--- src/rtl/audio_stream_ctrl.sv ---
// Playback controller for the audio sample FIFO: occupancy tracking, priming,
// divider-paced sample pops, low-watermark refill request and underrun reporting.
module audio_stream_ctrl #(
    parameter int unsigned WIDTH  = 32,
    parameter int unsigned DEPTH  = 16,
    parameter int unsigned DIV_W  = 16,
    parameter int unsigned LOW_WM = 4,
    parameter int unsigned PRIME  = 8,
    localparam int unsigned LW    = $clog2(DEPTH + 1)
) (
    input  logic             clk_i,
    input  logic             rst_ni,
    input  logic             enable_i,
    input  logic [DIV_W-1:0] clk_div_i,
    input  logic             prod_wr_i,
    input  logic             fifo_full_i,
    input  logic             fifo_empty_i,
    input  logic [WIDTH-1:0] fifo_rdata_i,
    output logic             fifo_rd_en_o,
    output logic [WIDTH-1:0] sample_o,
    output logic             sample_valid_o,
    output logic             refill_req_o,
    output logic             underrun_o,
    output logic [15:0]      underrun_cnt_o,
    output logic [LW-1:0]    level_o
);

    localparam logic [LW-1:0] LEVEL_MAX = LW'(DEPTH);
    localparam logic [LW-1:0] WM_LVL    = LW'(LOW_WM);
    localparam logic [LW-1:0] PRIME_LVL = LW'(PRIME);

    typedef enum logic [1:0] {
        ST_IDLE,
        ST_PRIME,
        ST_RUN,
        ST_FETCH
    } state_e;

    state_e           state_q, state_d;
    logic [LW-1:0]    level_q, level_d;
    logic [DIV_W-1:0] cnt_q, cnt_d;
    logic [WIDTH-1:0] sample_q, sample_d;
    logic             valid_q, valid_d;
    logic             underrun_q, underrun_d;
    logic             refill_q, refill_d;
    logic [15:0]      ucnt_q, ucnt_d;
    logic [DIV_W-1:0] eff_div;
    logic             tick, rd_en, wr_acc, rd_acc;

    assign eff_div = (clk_div_i < DIV_W'(2)) ? DIV_W'(2) : clk_div_i;
    assign tick    = (cnt_q == '0);
    // Disable wins over a coincident tick so no sample is popped on the way to IDLE.
    assign rd_en   = enable_i && (state_q == ST_RUN) && tick && !fifo_empty_i;
    assign wr_acc  = prod_wr_i && !fifo_full_i;
    assign rd_acc  = rd_en && !fifo_empty_i;

    always_comb begin
        level_d = level_q;
        if (wr_acc && !rd_acc && (level_q != LEVEL_MAX)) begin
            level_d = level_q + LW'(1);
        end else if (rd_acc && !wr_acc && (level_q != '0)) begin
            level_d = level_q - LW'(1);
        end
        refill_d = (level_d <= WM_LVL);
    end

    always_comb begin
        state_d    = state_q;
        cnt_d      = cnt_q;
        sample_d   = sample_q;
        valid_d    = 1'b0;
        underrun_d = 1'b0;
        ucnt_d     = ucnt_q;
        if (!enable_i) begin
            state_d  = ST_IDLE;
            cnt_d    = '0;
            sample_d = '0;
        end else begin
            case (state_q)
                ST_IDLE: state_d = ST_PRIME;
                ST_PRIME: begin
                    if ((level_q >= PRIME_LVL) || fifo_full_i) begin
                        cnt_d   = eff_div;
                        state_d = ST_RUN;
                    end
                end
                ST_RUN: begin
                    if (tick) begin
                        cnt_d = eff_div;
                        if (!fifo_empty_i) begin
                            state_d = ST_FETCH;
                        end else begin
                            sample_d   = '0;
                            valid_d    = 1'b1;
                            underrun_d = 1'b1;
                            if (ucnt_q != '1) ucnt_d = ucnt_q + 16'd1;
                        end
                    end else begin
                        cnt_d = cnt_q - DIV_W'(1);
                    end
                end
                ST_FETCH: begin
                    sample_d = fifo_rdata_i;
                    valid_d  = 1'b1;
                    state_d  = ST_RUN;
                    if (!tick) cnt_d = cnt_q - DIV_W'(1);
                end
                default: state_d = ST_IDLE;
            endcase
        end
    end

    always_ff @(posedge clk_i) begin
        if (!rst_ni) begin
            state_q    <= ST_IDLE;
            level_q    <= '0;
            cnt_q      <= '0;
            sample_q   <= '0;
            valid_q    <= 1'b0;
            underrun_q <= 1'b0;
            refill_q   <= 1'b1;
            ucnt_q     <= '0;
        end else begin
            state_q    <= state_d;
            level_q    <= level_d;
            cnt_q      <= cnt_d;
            sample_q   <= sample_d;
            valid_q    <= valid_d;
            underrun_q <= underrun_d;
            refill_q   <= refill_d;
            ucnt_q     <= ucnt_d;
        end
    end

    assign fifo_rd_en_o   = rd_en;
    assign sample_o       = sample_q;
    assign sample_valid_o = valid_q;
    assign refill_req_o   = refill_q;
    assign underrun_o     = underrun_q;
    assign underrun_cnt_o = ucnt_q;
    assign level_o        = level_q;

endmodule
--- config.mk ---
export PLATFORM = sky130hd
export DESIGN_NAME = audio_stream_ctrl
export DESIGN_NICKNAME = d
export VERILOG_FILES = /design/src/rtl/audio_stream_ctrl.sv
export SDC_FILE = /design/constraint.sdc
export NUM_CORES = 1
export LEC_CHECK = 0
export ABC_AREA = 1
export CAP_MARGIN = 10
export CORE_MARGIN = 1.5
export CORE_UTILIZATION = 52
export DETAILED_ROUTE_END_ITERATION = 7
export PLACE_DENSITY = 0.86
export SLEW_MARGIN = 40
export SYNTH_ARGS = -nofsm -noshare
export SYNTH_HDL_FRONTEND = slang
export SYNTH_SLANG_ARGS = --single-unit
--- constraint.sdc ---
create_clock -name clk_i -period 4.1 [get_ports clk_i]
set_input_delay 0.82 -clock clk_i [delete_from_list [all_inputs] [get_ports clk_i]]
set_output_delay 0.82 -clock clk_i [all_outputs]
set_load 0.1 [all_outputs]
; ---- After elaboration in Yosys (flattened, before gate mapping)
; Cells that the tools add are included.
; W data, S select, Z words.
[totals]
reg_bits = 74
input_bits = 54
output_inout_bits = 57
elab_cells = 67
[op_classes]
addsub = 4
n_lt_le_gt_ge = 3
eq_ne = 10
mux = 17
reduce_logical = 25
[ops]
columns = operator, count
row1 = $mux W16, 4
row2 = $mux W32, 2
row3 = $pmux W32 S2, 1
row4 = $pmux W16 S3, 1
row5 = $add A16 B1 Y16 const B, 1
row6 = $logic_not A16 Y1, 1
row7 = $lt A16 B2 Y1 const B, 1
row8 = $ne A16 B16 Y1 const B, 1
row9 = $sub A16 B1 Y16 const B, 1
row10 = $reduce_and A3 Y1, 4
row11 = $mux W5, 2
row12 = $ne A2 B2 Y1 const B, 5
row13 = $logic_and A1 B1 Y1, 9
row14 = $pmux W2 S4, 1
row15 = $mux W2, 3
row16 = $add A5 B1 Y5 const B, 1
row17 = $ge A5 B4 Y1 const B, 1
row18 = $le A5 B3 Y1 const B, 1
row19 = $ne A5 B5 Y1 const B, 1
row20 = $reduce_and A5 Y1, 1
row21 = $reduce_bool A5 Y1, 1
row22 = $sub A5 B1 Y5 const B, 1
row23 = $eq A2 B2 Y1 const B, 2
row24 = $logic_not A1 Y1, 4
row25 = other kinds (8), 9

; ---- Logic depth before layout (Yosys ltp)
; Gate-level depths: netlist of the first run.
[depth]
word_depth = 10
depth_mapped = 15
depth_no_buf = 15

; ---- Worst setup path before layout of the first run
; No wires, ideal clock.
[synth_path]
path_type = register -> register
startpoint = register ucnt_q[0], in the netlist underrun_cnt_o[0]
endpoint = register ucnt_q[3], in the netlist underrun_cnt_o[3]
setup_time_ns = 0.167
arrival_time_ns = 2.262
t_required_ns = 3.933
setup_slack_ns = 1.671
path_stages_with_launch = 11
n_path_buf = 0
synth_period_minus_slack_ns = 2.429
path_cell_list = dfxtp_1 -> ha_1 -> nand2_1 -> nor3_4 -> nand2_1 -> nor2_2 -> nand2_2 -> nand2_2 -> nor2_2 -> o21ai_1 -> a21oi_1
[synth_between]
elab_chain_cells = 2
word_cells_on_any_way = 3
classes_between = 1 x add/sub / 1 x eq/ne / 1 x reduce/logical
[synth_rtl]
columns = element, line_no
row1 = from (decl), 46  ; logic [15:0] ucnt_q, ucnt_d;
row2 = from (signal assigned), 131  ; ucnt_q <= ucnt_d;
row3 = branches (longest 2 deep; another with $add A16 B1 Y16), --
; Parallel ways; which one is timed is not known.
; A chain may end at the register's enable or synchronous reset.

; ---- Final worst setup path of the first run
[layout_path]
startpoint = input port enable_i
endpoint = output port fifo_rd_en_o
[layout_between]
elab_chain_cells = 3
[layout_rtl]
columns = element, line_no
row1 = from (decl), 13  ; input logic enable_i,
row2 = $logic_and A1 B1 Y1 (3 in a row), 53  ; assign rd_en = enable_i && (state_q == ST_RUN) && tick && !fifo_empty_i;
row3 = to (decl), 19  ; output logic fifo_rd_en_o,
; Every way passes these cells.

==> results of run 1 <==
-- layer usage --
metal / global-route usage / wire length [um] / up-vias
met1: 0.311 / 4240 / 1861
met4: 0.131 / 187 / 0
met5: 0 / 0 / -
li1: - / - / 2019
met3: 0.0640 / 724 / 23
met2: 0.428 / 4830 / 178
-- Yosys cell counts (2+ instances only) --
cell type / number
nand3_2: 2
nor2_1: 43
ha_1: 6
nor2_4: 4
buf_2: 7
dfxtp_1: 74
nor3_2: 3
nor4_1: 3
inv_2: 5
xnor2_1: 4
o211ai_2: 4
nand3_1: 29
a31oi_1: 4
nor2_2: 8
a21oi_1: 62
clkbuf_1: 9
nand3b_1: 3
o21ai_0: 18
nand2_1: 153
nor3_1: 13
o21ai_1: 5
nand2_4: 3
nand4_1: 5
xor2_1: 16
o211ai_1: 5
inv_1: 54
nand2_2: 4
-- worst max-delay path, cell delays in order --
cell and delay, ns:
clkdlybuf4s50_1 0.54, inv_1 0.11, nor2_1 0.16, nand4_2 0.20
inv_2 0.13, buf_4 0.29
-- cell type report --
type | instances | area (um^2) | share of cell area
Tap cell | 99 | 124 | 0.0250
Multi-Input combinational cell | 406 | 2110 | 0.425
Sequential cell | 74 | 1480 | 0.299
Clock buffer | 10 | 138 | 0.0277
Clock inverter | 5 | 55.1 | 0.0111
Timing Repair Buffer | 112 | 833 | 0.168
Inverter | 59 | 221 | 0.0447
-- per-stage QoR --
stage | instances | hold slack, ns | setup WS [ns] | cell area (um^2) | total power [mW]
floorplan | 557 | 0.494 | 1.67 | 3910 | 0.960
global placement | 750 | 0.447 | 1.08 | 5050 | 1.05
detailed placement | 750 | 0.451 | 1.02 | 4770 | 1.05
CTS | 765 | 0.463 | 1.02 | 4960 | 1.62
global route | 765 | 0.482 | 0.918 | 4960 | 1.68
finish | 765 | 0.461 | 1.01 | 4960 | 1.61
-- kinds of logic (layout without fill, tap and decap cells) --
family	after synthesis	in the layout
AOI/OAI and AO/OA	103	103
xor gates and xnor gates	20	20
adders and majority gates	6	6
buffers and inverters	77	186
DFF	74	74
and+or+nand+nor	277	277
-- power by group through the flow --
stage | Clock (mW) | Combinational [mW] | Sequential [mW]
final | 0.568 | 0.296 | 0.745
after global routing | 0.604 | 0.326 | 0.747
after CTS | 0.577 | 0.294 | 0.745
after detailed placement | 0 | 0.292 | 0.762
after global placement | 0 | 0.287 | 0.761
after floorplan | 0 | 0.174 | 0.786
-- registers in the layout, indices dropped and copies added (netlist names) --
| signal | cells |
|---|---|
| level_o | 5 |
| underrun_o | 1 |
| cnt_q | 16 |
| sample_o | 32 |
| underrun_cnt_o | 16 |
| sample_valid_o | 1 |
| refill_req_o | 1 |
| state_q | 2 |
-- path summary, 6_finish.rpt --
kind / endpoint / cells past startpoint
worst min register to register: sample_o[6] / 2
worst min-delay path: sample_o[6] / 2
worst max register to register: cnt_q[0] / 9
worst max-delay path: fifo_rd_en_o / 6
==> metrics.txt, run 1 <==
Final TNS setup 0 ns; Synth Flop Type dfxtp_1; DRC Markers 0; CP Capture Type primary output; # nets final slightly above 700; RSZ-0062 raised after global routing false; Rel. slew slack 0.587; CTS root buf clkbuf_8; Synth Area in Simple Gates 0.327; syn avg cell area 7.01 um^2; crit path kind in -> out; Clock Power Share 0.353; main area contributors after synthesis dfxtp_1 38%, nand2_1 15%, a21oi_1 7.9%; status complete, no violations; CTS H-tree depth 3; Synth top area share 0.379; Reg2Reg Setup Slack 1.65 ns; Antenna diodes 0; die area ~8000 um^2; wire per inst approximately 13 um; Boundary Pins about 110; fraction of registers with async set/reset 0; die width ~90 um; Hold Crit Class reg -> reg; min cycle time layout 3.09 ns; layout cells sized above 1 0.170; TritonRoute pass-1 iters 5; period utilization 0.753; fillers between 600 and 700; antenna viol nets, final 0; Synth Register Bits 74; CTS tree yes; via count roughly 4000; Core Rows 31; register area share after synthesis 0.379; Synth Area in XOR/XNOR 0.0449; Synth Warn # 0; Starting Density 0.538; Setup Buffers After CTS 0; combinational cell fraction of total power 0.184; Cell Area, Synth around 4000 um^2; Power Density roughly 320 nW/um^2; Internal Dissipation 1.14 mW; multiplexer share of the synthesized area 0; Max-Cap Viols 0; cts repair resizes 0; main combinational cell family by area after synthesis simple AND/OR/NAND/NOR gates; syn_nets ~620; WP data arrival 2.27 ns; worst clock skew approximately 0.011 ns; Port-buffer cells 110; total gr overflow 0; worst r2r src cnt_q[0]; most frequent cells in the layout 153 x nand2_1, 74 x dfxtp_1, 62 x a21oi_1; Layout area overhead 27.0%; Max Freq 324 MHz; vias in the first global route roughly 3800; Yosys cell types 38; initial antenna violation count 0; complex-gate fraction of the synthesized area 0.148; CTS Buf Count 9; Initial DRC Count 250; Post-Route WL between 9000 and 10000 um; Worst Max-Slew Pin Slew between 0.6 and 0.7 ns; floorplan core area 7250 um^2; crit-path max FO 6; hold_buf cts 0; clock sinks between 70 and 80; CP startpoint enable_i; first-pass GRT wire length roughly 16000 um; P_sw around 0.47 mW; Clock Pin Slew Worst Setup and Hold Paths around 0.08 ns; part of the power in registers 0.463; largest vdd supply drop 0.000182 V; leading area contributor after synthesis dfxtp_1; CP startpoint kind input port; clk buf depth 2; GRT Util Overall 0.258; Final GP Congestion 0.936; Hold Startpoint sample_o[6]; Required @ worst endpoint around 3.3 ns; Final setup viols 0; EDFF count, synth 0; fin. max-slew vios 0; largest net degree at the start of global routing 39; post-DP HPWL ~7400 um; vias per cell between 5 and 6; Switching Share 0.293; Fin. Hold Viols 0; commonest non-fill, non-tap cell in the layout nand2_1; die height between 80 and 90 um; Final Util 0.684; P_leak around 2.3 nW; Synth Area in Adders 0.0192; cell count after synthesis about 560; worst-skew pair later-pin latency about 0.35 ns
(Power assumes the default switching activity.)
==> inputs of run 2 (changes only) <==
--- a/config.mk
+++ b/config.mk
@@ -8,9 +8,9 @@
 export ABC_AREA = 1
 export CAP_MARGIN = 10
 export CORE_MARGIN = 1.5
-export CORE_UTILIZATION = 52
+export CORE_UTILIZATION = 43
 export DETAILED_ROUTE_END_ITERATION = 7
-export PLACE_DENSITY = 0.86
+export PLACE_DENSITY = 0.76
 export SLEW_MARGIN = 40
 export SYNTH_ARGS = -nofsm -noshare
 export SYNTH_HDL_FRONTEND = slang
==> constraint.sdc (replaced) <==
create_clock -name clk_i -period 2.51 [get_ports clk_i]
set_input_delay 0.502 -clock clk_i [delete_from_list [all_inputs] [get_ports clk_i]]
set_output_delay 0.502 -clock clk_i [all_outputs]
set_load 0.1 [all_outputs]
==> run 2 against run 1 <==
Global-route usage shrank 4.7 points. Via count shrank 3.7%. Clock-buffer cell count is 1 lower. Sequential power rose by 64%. Highest routed layer unchanged. Die area grew 20%. Core utilization decreased by 8.8 points. Routed wire length fell by 0.41%.
==> metrics.txt, run 2 (synthesis gave the netlist of run 1 again) <==
status complete, no violations; CTS Buf Count 9; commonest non-fill, non-tap cell in the layout nand2_1; Placed Instances between 700 and 800; CTS root buf clkbuf_8; Rel. slew slack 0.657; Fin. Hold Viols 0; Port-buffer cells 110; largest vdd supply drop just under 0.0003 V; die width roughly 98 um; worst clock skew 0.00980 ns; worst r2r path cells 13; CTS H-tree depth 3; max reg flops 32; most frequent cells in the layout 153 x nand2_1, 74 x dfxtp_1, 64 x buf_4; dpl ws a little over 0.2 ns; die height around 98 um; critical-path cell list inv_2 > ha_2 > inv_1 > nor2_1 > nand2_1 > nor2_1 > nand4_2 > inv_2 > buf_12; first-pass GRT wire length between 15000 and 20000 um; Clock Pin Slew Worst Setup and Hold Paths approximately 0.080 ns; Power Density 545 nW/um^2; Clock Power Share 0.399; fin cells ~800; Starting Density 0.446; TritonRoute pass-1 iters 5; crit-path max FO 4; Final setup viols 0; Initial DRC Count approximately 220; tightest hold margin ~0.46 ns; Switching Share 0.279; final worst slack just over 0.2 ns; Worst Max-Slew Pin Slew around 0.51 ns; CP max stage delay ~0.36 ns; reg2reg end underrun_cnt_o[5]; RSZ-0062 raised after global routing false; fin. max-slew vios 0; post-DP HPWL around 7300 um; layout cells sized above 1 0.180; Internal Dissipation just over 2 mW; WHS Path Cells 2; CP Capture Type primary output; P_sw between 0.7 and 0.8 mW; worst-skew pair later-pin latency roughly 0.35 ns; Layout area overhead 33.7%; wire per inst approximately 13 um; Hold Startpoint sample_o[2]; vias in the first global route between 3000 and 4000; antenna viol nets, final 0; CP startpoint kind register; WP data arrival 1.80 ns; Hold Crit Class reg -> reg; DRC Markers 0; crit path kind reg -> out; vias per cell approximately 5.0; part of the power in registers 0.428; Antenna diodes 0; combinational cell fraction of total power 0.173; via count roughly 4000; Max-Cap Viols 0; floorplan core area slightly below 9000 um^2; Boundary Pins 111; clk buf depth 2; worst r2r src cnt_q[0]; P_leak about 2.3 nW; GRT Util Overall 0.211; total gr overflow 0; Reg2Reg Setup Slack 0.54 ns; largest net degree at the start of global routing 38; # nets final roughly 730; Final GP Congestion roughly 0.9; Max Freq roughly 430 MHz; min cycle time layout between 2 and 2.5 ns; CP max stage cell dfxtp_1; WP buf/inv 4; Core Rows 34; Required @ worst endpoint 2.01 ns; initial antenna violation count 0; period utilization 0.918; Final TNS setup 0 ns; CP top delay family buffers and inverters; die area a little under 10000 um^2; clock sinks between 70 and 80; CTS tree yes; Post-Route WL between 9000 and 10000 um; CP startpoint cnt_q[0]; Final Util 0.596; hold endpoint sample_o[2]
## run 2: routing by layer
metal | GRT usage | routed length (um) | up-vias
met5 | 0 | 0 | -
met3 | 0.0759 | 797 | 13
met1 | 0.261 | 4450 | 1759
li1 | - | - | 2031
met2 | 0.351 | 4560 | 129
met4 | 0.0509 | 126 | 0
## run 2: repair_timing
item                                   CTS  global route
buffers inserted                         0             1
endpoints found under the hold margin    0             0
hold buffers                             0             0
resized for setup                        0             2
setup endpoints to repair                0             1
## run 2: area by class of cell
| class | count | area, um^2 |
|---|---|---|
| fill | 805 | 3540 |
| multi-input combinational | 406 | 2110 |
| sequential | 74 | 1480 |
| timing repair buffer | 118 | 1030 |
| inverter | 59 | 221 |
| tap | 108 | 135 |
| clock buffer | 9 | 124 |
| clock inverter | 7 | 118 |
## run 2: power groups by stage
stage / logic (mW) / clock network [mW] / registers, mW
6_report: 0.493 / 1.14 / 1.22
5_1_grt: 0.548 / 1.22 / 1.22
4_1_cts: 0.491 / 1.17 / 1.22
3_5_place_dp: 0.488 / 0 / 1.24
3_3_place_gp: 0.480 / 0 / 1.24
2_1_floorplan: 0.284 / 0 / 1.28
## run 2: worst max-delay path by stage
stage | endpoint | cells after the start
6_report | fifo_rd_en_o | 9
5_1_grt | fifo_rd_en_o | 9
4_1_cts | fifo_rd_en_o | 9
3_5_place_dp | fifo_rd_en_o | 6
3_3_place_gp | fifo_rd_en_o | 6
2_1_floorplan | underrun_cnt_o[3] | 10
## run 2: worst min-delay path, stage by stage, from the launching register on
cell and delay, ns:
dfxtp_1 0.31, nand2_1 0.06, a21oi_1 0.05
## run 2: metrics by stage
stage | cell area [um^2] | total power [mW]
3_5_place_dp | 4970 | 1.73
2_1_floorplan | 3910 | 1.57
4_1_cts | 5210 | 2.87
6_report | 5220 | 2.85
3_3_place_gp | 4970 | 1.72
5_1_grt | 5220 | 2.99
==> patch 1: new RTL, config.mk and constraints of run 2 <==
Encoding of `state_e`: now one-hot (4 bits for 4 states).
--- a/src/rtl/audio_stream_ctrl.sv
+++ b/src/rtl/audio_stream_ctrl.sv
@@ -29,11 +29,11 @@
     localparam logic [LW-1:0] WM_LVL    = LW'(LOW_WM);
     localparam logic [LW-1:0] PRIME_LVL = LW'(PRIME);
 
-    typedef enum logic [1:0] {
-        ST_IDLE,
-        ST_PRIME,
-        ST_RUN,
-        ST_FETCH
+    typedef enum logic [3:0] {
+        ST_IDLE  = 4'b0001,
+        ST_PRIME = 4'b0010,
+        ST_RUN   = 4'b0100,
+        ST_FETCH = 4'b1000
     } state_e;
 
     state_e           state_q, state_d;
Behaviour: no difference found for any inputs over 10 cycles, from zero or initial values and one cycle with rst_ni low; not proved beyond that.
==> patch 1 against run 2 <==
- the flow now finishes with violations (design-rule violations)
- via count is 1.7% lower
- final area up 0.31%
- worst setup slack gained 0.051 ns
- area after synthesis increased by 1.2%
- critical path depth is 3 lower
- cell count is 5.1% lower
- sequential cell count up 2
- sequential power hardly changed
- wire length shrank 1.2%
- register-to-register slack worse by 0.07 ns
- power is 8.3% lower
- non-clock buffer count fell by 3
==> patch 1: results (changes against run 2) <==
Detailed routing
The detailed-router iteration count before antenna repair is 6 (+1). The wire length per cell came to 13.26 um (+4.2%). The DRC marker count from the first detailed-route iteration came to 113 (-48%).

The post-route DRC violation count is 2 (+2).

Global routing
The maximum number of pins on one net before global-route repair came to 34 (-11%). The number of antenna violations at the first check in global routing is 0 (unchanged). The wire length of the first global-routing pass came to 16.48 mm (-2.0%). The number of global-route vias before repair is 3635 (-4.0%). The total global routing track utilization is 20.68% (-0.45 points).

Logic synthesis
The synthesized-area fraction occupied by ao, oa, aoi and oai cells came to 16.50% (+1.7 points). The number of nets produced by synthesis came to 578 (-6.3%). The sequential-to-total area share from yosys stat was 38.51% (+0.57 points).

The share of synthesized cell area in full adder, half adder and majority cells is 1.583% (-0.34 points). The count of mapped cells out of synthesis is 519 (-6.8%). After synthesis, the cell types taking the most area are sky130_fd_sc_hd__dfxtp_1 (39%), sky130_fd_sc_hd__nand2_1 (8.2%), sky130_fd_sc_hd__nor2_1 (7.8%), sky130_fd_sc_hd__a22oi_1 (6.1%), sky130_fd_sc_hd__inv_1 (4.2%). The count of unique library cells instantiated by Yosys is 40 (+5.3%). By count the netlist is led by sky130_fd_sc_hd__nand2_1 (86), sky130_fd_sc_hd__nor2_1 (82), sky130_fd_sc_hd__dfxtp_1 (76).

Setup path
The setup slack of the most critical reg-to-reg path is 0.47 ns (-0.07 ns). The largest fanout on the critical path came to 6 (+2). The longest individual stage delay on the worst path is 0.54 ns (+0.18 ns). The cell with the biggest individual delay on the critical path is sky130_fd_sc_hd__clkdlybuf4s50_1.

Cells and area
The final-layout fill cell count is 818 (+1.6%). The net count reported at finish is 687 (-5.6%). The post-layout instance count excluding filler cells is 741 (-5.1%).

The ratio of cells with drive above 1 in the final layout was 19.75% (+1.8 points).

Place
The number of cells in the design after placement is 725 (-5.1%). The area after detailed placement is 4996 sq um (+0.55%). The final weighted congestion in routability-driven placement was 0.9054 (-0.92%). The placed wire-length estimate is 7.403 mm (+0.96%).

Pwr
The peak supply drop is 307.0 uV (+4.6%). The leakage power total is 2.275 nW (-2.1%).

Status
The flow ran to the end, but the final reports show violations. The final reports fail on design-rule violations.

Timing
The transition time at the pin with the least slew margin was 0.6195 ns (+0.1058 ns). The worst-case hold slack is 0.4865 ns (+0.02241 ns).
## patch 1: changes by cell type after synthesis, sizes merged, moves of 3 or more
| cell | run 2 | this run |
|---|---|---|
| nand4 | 6 | 10 |
| inv | 59 | 51 |
| nor2 | 56 | 95 |
| nand2 | 160 | 95 |
| a22oi | 0 | 32 |
| nand3b | 3 | 0 |
| a21oi | 62 | 24 |
| xnor2 | 4 | 7 |
| o211ai | 9 | 6 |
| a31oi | 4 | 1 |
| xor2 | 16 | 13 |
| o21ai | 23 | 27 |
## patch 1: kinds of logic after synthesis
group	after synthesis
simple gates	252
compound gates	97
flops	76
buf+inv	69
xor+xnor	20
fa+ha+maj	5
## patch 1: final timing paths
| kind | from | end | depth (start not counted) |
|---|---|---|---|
| setup / recovery | enable_i | fifo_rd_en_o | 6 |
| hold / removal | underrun_cnt_o[15]$_SDFFE_PN0P_ | underrun_cnt_o[15]$_SDFFE_PN0P_ | 2 |
| hold reg to reg | underrun_cnt_o[15]$_SDFFE_PN0P_ | underrun_cnt_o[15]$_SDFFE_PN0P_ | 2 |
| setup reg to reg | underrun_cnt_o[0]$_SDFFE_PN0P_ | underrun_cnt_o[8]$_SDFFE_PN0P_ | 8 |
## patch 1: power breakdown
part	internal (mW)	switching, mW	total (mW)
logic	0.124	0.136	0.259
clock network	0.663	0.467	1.13
registers	1.21	0.00925	1.22
## patch 1: worst reg2reg max path, cell delays in order, from the launching register on
cell	delay, ns
sky130_fd_sc_hd__dfxtp_1	0.50
sky130_fd_sc_hd__ha_1	0.26
sky130_fd_sc_hd__inv_1	0.05
sky130_fd_sc_hd__nor4_1	0.53
sky130_fd_sc_hd__nand2_1	0.14
sky130_fd_sc_hd__nand2_2	0.19
sky130_fd_sc_hd__inv_2	0.11
sky130_fd_sc_hd__nand2_1	0.08
sky130_fd_sc_hd__a21oi_1	0.06
## patch 1: stage by stage
step,utilization [%],total power [mW]
6_report,59.46,2.610
5_1_grt,59.46,2.713
4_1_cts,59.46,2.636
3_5_place_dp,56.73,1.507
3_3_place_gp,56.73,1.503
2_1_floorplan,-,1.388
## patch 1: routing by layer
metal	global-route usage (%)	vias to the layer above	wire length [um]
li1	-	1950	-
met1	25.34	1776	4314
met2	33.79	123	4583
met3	6.312	17	736
met4	8.571	0	190
met5	0	-	0
## patch 1: layout make-up
class,count,area (sq um),area share [%]
Clock inverter,6,112.6,2.151
Inverter,52,198.9,3.799
Timing Repair Buffer,115,1008,19.26
Tap cell,108,135.1,2.581
Clock buffer,10,127.6,2.437
Sequential cell,76,1521,29.06
Multi-Input combinational cell,374,2132,40.72
==> patch 2: new RTL, config.mk and constraints of run 2 <==
Without the edit above. The parameter `DEPTH` goes from 16 to 32.
--- a/src/rtl/audio_stream_ctrl.sv
+++ b/src/rtl/audio_stream_ctrl.sv
@@ -2,7 +2,7 @@
 // divider-paced sample pops, low-watermark refill request and underrun reporting.
 module audio_stream_ctrl #(
     parameter int unsigned WIDTH  = 32,
-    parameter int unsigned DEPTH  = 16,
+    parameter int unsigned DEPTH  = 32,
     parameter int unsigned DIV_W  = 16,
     parameter int unsigned LOW_WM = 4,
     parameter int unsigned PRIME  = 8,
Interface: changed (resized level_o); port bits go from 111 to 112. No check against the original RTL was run, so the function may have changed too.
==> patch 2 against run 2 <==
- worst setup slack better by 0.096 ns
- synthesized cell count unchanged
- final area down 0.38%
- power up 0.79%
- area after synthesis down 0.48%
- sequential cell count up 1
- cell count unchanged
- count of clock-buffer cells in the layout up 1
- fmax up 4.3%
- first-iteration DRC count down 35%
- wire length down 1.9%
- critical path type is now in2out
- largest cell class unchanged
- largest power group unchanged
==> patch 2: results (changes against run 2) <==
Timing
The final worst clock skew is 0.009202 ns (-0.0005960 ns). The highest achievable clock rate is 0.4530 GHz (+4.3%).

Min path
The path with the worst hold slack has its endpoint at sample_o[15]$_SDFFE_PN0P_.

Status
The run finished with clean final reports.

Setup path
The longest individual stage delay on the worst path came to 0.52 ns (+0.16 ns). The end of the worst register-to-register path is underrun_cnt_o[7]$_SDFFE_PN0P_. The startpoint of the worst register-to-register path is underrun_cnt_o[0]$_SDFFE_PN0P_. The kind of critical path is in2out. The largest fanout on the critical path is 3 (-1).

The setup slack of the most critical reg-to-reg path is 0.47 ns (-0.07 ns). The count of cells along the worst register-to-register path is 10 (-3). The data arrival time of the critical path is 1.71 ns (-0.09 ns).

Global routing
The number of global-route vias before repair is 3749 (-1.0%). The global-route met1 utilization is 25.34% (-0.81 points). The wire length of the first global-routing pass was 16.66 mm (-0.90%). The global routing usage on met2 was 36.29% (+1.2 points).

The total global routing track utilization came to 20.72% (-0.40 points).

Cells and area
The register fraction of the total cell area is 28.90% (+0.52 points). The number of multi-input combinational cells in the layout is 407 (+0.25%). The portion of the layout cell area used by non-clock buffers is 19.83% (+0.076 points). The relative area of clock buffers and inverters in the final design is 4.620% (-0.0063 points). The final-layout fill cell count is 829 (+3.0%). The ratio of cells with drive above 1 in the final layout was 16.49% (-1.5 points). The multi-input gate share of the layout cell area is 39.89% (-0.52 points).

Logic synthesis
The count of unique library cells instantiated by Yosys is 42 (+11%). The xor-xnor portion of the synthesized cell area is 4.733% (+0.25 points). By count the netlist is led by sky130_fd_sc_hd__nand2_1 (152), sky130_fd_sc_hd__dfxtp_1 (75), sky130_fd_sc_hd__a21oi_1 (58). Sorting the synthesized cells by area gives the leading types as sky130_fd_sc_hd__dfxtp_1 (39%), sky130_fd_sc_hd__nand2_1 (15%), sky130_fd_sc_hd__a21oi_1 (7.5%), sky130_fd_sc_hd__inv_1 (5.1%), sky130_fd_sc_hd__nor2_1 (5.0%).

The number of nets produced by synthesis is 616 (-0.16%). The synthesized-area fraction occupied by ao, oa, aoi and oai cells is 14.94% (+0.10 points).

Detailed routing
The total wirelength of the detailed-routed design is 9.751 mm (-1.9%). The detailed-router iteration count before antenna repair is 4 (-1). The count of vias placed by the detailed router is 3949 (+0.43%).

The DRC marker count from the first detailed-route iteration came to 142 (-35%).

Place
The worst setup slack after placement is 0.2598 ns (+0.05253 ns). The number of port buffers is 111 (+0.91%). The final weighted congestion in routability-driven placement is 0.9044 (-1.0%). The placed wire-length estimate is 7.261 mm (-0.97%).

Pwr
The peak supply drop was 272.7 uV (-7.1%). The switching part of the total is 27.90% (about the same).

Clocking
The TritonCTS sink count was 75 (+1.4%).
## patch 2: power groups by stage
stage | sequential, mW | clock [mW] | combinational, mW
2_1_floorplan | 1.34 | 0 | 0.277
3_3_place_gp | 1.27 | 0 | 0.505
3_5_place_dp | 1.27 | 0 | 0.511
4_1_cts | 1.24 | 1.15 | 0.516
5_1_grt | 1.24 | 1.19 | 0.566
6_report | 1.24 | 1.12 | 0.514
## patch 2: per-layer routing
metal | up-vias | part of all wire [%]
met2 | 112 | 49
met3 | 17 | 5.4
met4 | 0 | 1.8
met1 | 1790 | 44
met5 | - | 0
li1 | 2030 | -
## patch 2: stage by stage
stage               total power [mW]  instance area, sq um  hold slack, ns  util, %  std cells
finish                         2.869                  5200          0.4626    59.63        781
global placement               1.770                  4960          0.4496    56.87        765
detailed placement             1.778                  4960          0.4550    56.87        765
global route                   3.002                  5200          0.4816    59.63        781
floorplan                      1.616                  3887          0.4669        -        557
CTS                            2.900                  5200          0.4665    59.63        781
